<file path="config.mk">
export PLATFORM = sky130hd
export DESIGN_NAME = seq_detect_ctrl
export DESIGN_NICKNAME = d
export VERILOG_FILES = /design/src/rtl/seq_detect_ctrl.sv
export SDC_FILE = /design/constraint.sdc
export NUM_CORES = 1
export LEC_CHECK = 0
export CELL_PAD_IN_SITES_DETAIL_PLACEMENT = 1
export CELL_PAD_IN_SITES_GLOBAL_PLACEMENT = 1
export CORE_MARGIN = 4
export CORE_UTILIZATION = 42
export DETAILED_ROUTE_END_ITERATION = 12
export GPL_TIMING_DRIVEN = 0
export PLACE_DENSITY = 0.88
export RECOVER_POWER = 50
export SYNTH_ARGS = -nofsm -noshare
export SYNTH_HDL_FRONTEND = slang
export SYNTH_SLANG_ARGS = --single-unit
export TNS_END_PERCENT = 100
</file>
<file path="constraint.sdc">
create_clock -name clk -period 6.11 [get_ports clk]
set_input_delay 1.222 -clock clk [delete_from_list [all_inputs] [get_ports clk]]
set_output_delay 1.222 -clock clk [all_outputs]
set_load 0.005 [all_outputs]
</file>
<file path="src/rtl/seq_detect_ctrl.sv">
// Serial pattern detector with a run controller (IDLE/RUN/DONE).
// It counts overlapping matches and stops the run when the configured target is reached.
module seq_detect_ctrl #(
    parameter int PAT_W = 8,
    parameter int CNT_W = 8
) (
    input  logic             clk,
    input  logic             n_rst,
    input  logic             cfg_load,
    input  logic [PAT_W-1:0] cfg_pattern,
    input  logic [3:0]       cfg_len,
    input  logic [CNT_W-1:0] cfg_target,
    input  logic             start,
    input  logic             stop,
    input  logic             i,
    input  logic             i_valid,
    output logic             o,
    output logic             busy,
    output logic             done,
    output logic [CNT_W-1:0] match_count,
    output logic             cfg_err
);

    typedef enum logic [1:0] {
        S_IDLE,
        S_RUN,
        S_DONE
    } state_t;

    state_t           state;
    logic [PAT_W-1:0] pattern_q;
    logic [3:0]       len_q;
    logic [CNT_W-1:0] target_q;
    logic             cfg_valid;
    logic [PAT_W-1:0] history;
    logic [3:0]       fill;

    logic [PAT_W-1:0] window;
    logic [PAT_W-1:0] mask;
    logic [3:0]       fill_inc;
    logic [CNT_W-1:0] count_next;
    logic             hit;
    logic             reach;
    logic             cfg_bad;

    // NOTE: every signal written here gets a default first, so no latch can be inferred.
    always_comb begin
        window = {history[PAT_W-2:0], i};
        mask   = '0;
        for (int k = 0; k < PAT_W; k++) begin
            mask[k] = (k < int'(len_q));
        end
        fill_inc   = (fill < len_q) ? fill + 4'd1 : fill;
        hit        = (state == S_RUN) && i_valid
                     && (({1'b0, fill} + 5'd1) >= {1'b0, len_q})
                     && (((window ^ pattern_q) & mask) == '0);
        count_next = match_count + 1'b1;
        reach      = hit && (count_next == target_q);
        cfg_bad    = (cfg_len < 4'd2) || (int'(cfg_len) > PAT_W) || (cfg_target == '0);
    end

    assign o    = hit;
    assign busy = (state == S_RUN);
    assign done = (state == S_DONE);

    // NOTE: sequential state uses non-blocking assignments only, so every register samples pre-edge values.
    always_ff @(posedge clk) begin
        if (!n_rst) begin
            state       <= S_IDLE;
            pattern_q   <= '0;
            len_q       <= '0;
            target_q    <= '0;
            cfg_valid   <= 1'b0;
            cfg_err     <= 1'b0;
            match_count <= '0;
            history     <= '0;
            fill        <= '0;
        end else begin
            case (state)
                S_IDLE: begin
                    if (cfg_load) begin
                        pattern_q <= cfg_pattern;
                        len_q     <= cfg_len;
                        target_q  <= cfg_target;
                        cfg_valid <= 1'b1;
                        cfg_err   <= cfg_bad;
                    end else if (start && cfg_valid && !cfg_err) begin
                        state       <= S_RUN;
                        match_count <= '0;
                        history     <= '0;
                        fill        <= '0;
                    end
                end
                S_RUN: begin
                    if (i_valid) begin
                        history <= window;
                        fill    <= fill_inc;
                    end
                    if (hit) begin
                        match_count <= count_next;
                    end
                    // Reaching the target wins over a stop in the same cycle.
                    if (reach) begin
                        state <= S_DONE;
                    end else if (stop) begin
                        state <= S_IDLE;
                    end
                end
                S_DONE: begin
                    if (stop) begin
                        state <= S_IDLE;
                    end else if (start) begin
                        state       <= S_RUN;
                        match_count <= '0;
                        history     <= '0;
                        fill        <= '0;
                    end
                end
                default: state <= S_IDLE;
            endcase
        end
    end

endmodule

</file>
-- Yosys cells after proc, flatten, opt, wreduce, memory -nomap -nowiden
Cells that the tools add are included.
- flip-flop bits (word level): 43
- output and inout bits: 12
- logic and storage cells: 78
- add/subtract/negate cells: 3
- order comparisons: 12
- equal/unequal tests: 12
- mux-type cells: 22
- bitwise logic cells: 2
- reduce and logical (&&, ||, !) cells: 18
- operators with widths (kind ; number):
    8-bit 2-to-1 mux ; 5
    4-bit 2-to-1 mux ; 6
    8-bit case mux with 3 select lines ; 1
    7-bit case mux with 3 select lines ; 1
    8-bit zero test ; 2
    3-bit by 4-bit < comparator with 1-bit output, first input constant ; 4
    2-bit 2-to-1 mux ; 6
    2-bit != test, second input constant ; 6
    4-bit case mux with 3 select lines ; 1
    6-bit AND reduction ; 2
    8-bit by 1-bit adder with 8-bit output, second input constant ; 1
    8-bit AND ; 1
    8-bit == test ; 1
    1-bit by 4-bit < comparator with 1-bit output, first input constant ; 2
    2-bit by 4-bit < comparator with 1-bit output, first input constant ; 2
    8-bit XOR ; 1
    7-bit 2-to-1 mux ; 1
    7-bit AND reduction ; 1
    1-bit logical AND ; 6
    2-bit case mux with 3 select lines ; 1
    4-bit by 1-bit adder with 5-bit output, second input constant ; 1
    5-bit by 4-bit >= comparator with 1-bit output ; 1
    4-bit by 1-bit adder with 4-bit output, second input constant ; 1
    4-bit > comparator, second input constant ; 1
    13 further kinds ; 14

-- Longest topological paths before layout
- word-level depth: 7
- gate-level depth with buffers: 8

-- Least setup slack after synthesis
OpenSTA, ideal clock, no wires.
- kind: input-to-output
- start point: input i_valid
- end point: output o
- arrival: 2091 ps
- required time: 4888 ps
- path slack: 2797 ps
- stages on the path: 6
- buffers on the path: 1
- cells stage by stage: inv_1 > nor2_2 > o2111a_2 > nand2_2 > buf_6 > nor2_1
- cells in the longest elaborated chain, start to end: 3
- ends and longest elaborated chain (element ; RTL line ; text):
    start, declared ; 16 ; input logic i_valid,
    1-bit logical AND ; 54 ; hit = (state == S_RUN) && i_valid
    1-bit logical AND ; 55 ; && (({1'b0, fill} + 5'd1) >= {1'b0, len_q})
    1-bit logical AND ; 56 ; && (((window ^ pattern_q) & mask) == '0);
    end, declared ; 17 ; output logic o,
Every way passes these cells.

-- Final worst setup path
Same ends and word-level chain as after synthesis.

==> reports/metrics.yaml <==
maxCapViolations: 0
fin_skew_ps: 11.4
grt_pass1_vias: 2363
worst_slew_pin_slew_ps: 656
cp.required_ps: 4890
syn_nets: 337
rows: 27
power_frac_comb_pct: 18.7
synth.distinct_cells: 47
firstDrtPassIters: 4
syn-instance-count: 300
grt_overflow: 0
drc_errors: 0
clock_sinks: 43
postRouteAntennaNets: 0
hold_viol: 0
maxSlewViolCount: 0
fillerInstances: 696
core_area_sq_um: 5510
die_y_um: 83.3
cts-root-buf: "clkbuf_8"
route.met2.wl_um: 3390
viasPerCell: 5.62
wl_met3_um: 248
cts_max_path_buffers: 2
ys_seq_area_share_pct: 36.2
first_iter_violations: 139
cts_made_buffers: 5
grt_max_degree: 14
wl_per_cell_um: 17.1
p_per_area_nw_per_um2: 225
startpoint_type: "input port"
mostFrequentLayoutCells: "nand2_1 (54), dfxtp_1 (43), a21oi_1 (34), clkdlybuf4s50_1 (26), nor2_1 (20)"
die_w_um: 83.3
final_common_cell: "nand2_1"
ys_warn_count: 0
dp_hpwl_um: 5200
io_buffer_count: 38
layout.nets: 382
cts_tree: "built"
multi_input_area_sq_um: 1400
min_path_type: "flop to flop"
holdWs_ps: 472
reg2regPathDepth: 8
hold_buffers: 0
arrival_ps: 3580
area_growth_pct: 24.4
cts_resized: 0
tns_ps: 0
clock_latency_ps: 310
power.leakage_nw: 1.11
relSlewSlack_pct: 55.8
p_int_mw: 0.477
ys_seq_elements: 43
fin_area_sq_um: 2960
setup_viol: 0
period_minus_slack_ps: 4810
syn_area_sq_um: 2380
max_freq_mhz: 208
async_flop_share_pct: 0
end_kind: "primary output"
grt_pass1_wl_um: 11700
wl_met1_um: 3340
crit_type: "input port to primary output"
highest_layer: "met4"
grt_use_total_pct: 20.7
ff_latch_area_sq_um: 861
diodes: 0
p_total_mw: 0.667
clk_pin_slew_ps: 80
start_util_pct: 43.2
ios: 39
postCtsSetupBuffers: 0
gp_congestion: 0.834
avgSynthCellArea_sq_um: 7.94
holdPathStages: 2
crit_fanout: 10
clockPowerShare_pct: 35.4
power_switching_share_pct: 28.5
routed_wirelength_um: 7130
synth_edf_count: 0
h-tree-depth: 2
rsz0062_at_grt: "no"
drive_gt1_share_pct: 4.34
design.die.area_sq_um: 6940
p_switching_mw: 0.190
fin_crit_sh_pct: 78.7
ys.flop_type: "dfxtp_1"
antenna_found_initial: 0
dpl-instance-area_sq_um: 2850
vias: 2348
status: "completed"
peakVddDrop_mv: 0.0953
final_core_util_pct: 53.8
pwr-share-seq_pct: 45.9
worst paths after layout:
kind | startpoint | end | slack, ps
max | i_valid | o | 1300
min | target_q[0] | target_q[0] | 470
max reg2reg | fill[0] | match_count[7] | 3520
min reg2reg | target_q[0] | target_q[0] | 470
kinds of logic after synthesis:
kind of cell / synth area share [%]
AND/OR/NAND/NOR: 23.8
AO/OA/AOI/OAI: 21.4
flip-flops: 36.2
buffers and inverters: 4.89
XOR/XNOR: 8.09
adder cells (fa/ha/maj): 5.25
multiplexers: 0.420
stage by stage:
stage	setup slack (ps)	cells
CTS	1570	418
finish	1300	418
global route	1220	418
floorplan	2800	300
detailed placement	1580	410
global placement	1600	410
registers in the layout (all words and copies together), names as in the netlist:
name and flops:
cfg_err 1, fill 4, len_q 4, match_count 8, cfg_valid 1, pattern_q 8
history 7, state 2, target_q 8
area by class of cell:
| class | instances | share of cell area (%) |
|---|---|---|
| Timing Repair Buffer | 38 | 12.8 |
| Clock inverter | 2 | 1.18 |
| Inverter | 10 | 1.27 |
| Buffer | 17 | 2.66 |
| Multi-Input combinational cell | 230 | 47.2 |
| Sequential cell | 43 | 29.1 |
| Clock buffer | 6 | 2.79 |
| Tap cell | 72 | 3.04 |
Yosys cell counts, types with 9 or more instances:
cell	instances	area [sq um]
a21oi_1	34	170
a31oi_1	9	56.3
clkbuf_1	15	56.3
dfxtp_1	43	861
ha_1	10	125
inv_1	10	37.5
nand2_1	53	199
nor2_1	19	71.3
o21ai_0	11	55.1
xnor2_1	13	114
xor2_1	9	78.8
metal layers:
layer	track usage [%]	vias to the layer above
met1	26.6	1114
met4	5.94	0
met2	35.3	65
met3	3.47	12
met5	0	-
li1	-	1157
critical path: stages:
cell	delay (ps)
clkdlybuf4s50_1	450
inv_1	60
nor2_1	440
o2111a_1	410
nand2_1	130
buf_6	180
nor2_1	150
clkdlybuf4s50_1	540
power by group through the flow:
stage	combinational [mW]	sequential [mW]	clock (mW)
2_1_floorplan	0.0761	0.309	0
3_3_place_gp	0.120	0.312	0
6_report	0.125	0.306	0.236
3_5_place_dp	0.124	0.313	0
5_1_grt	0.137	0.308	0.251
4_1_cts	0.126	0.306	0.237
(Power assumes the default switching activity.)
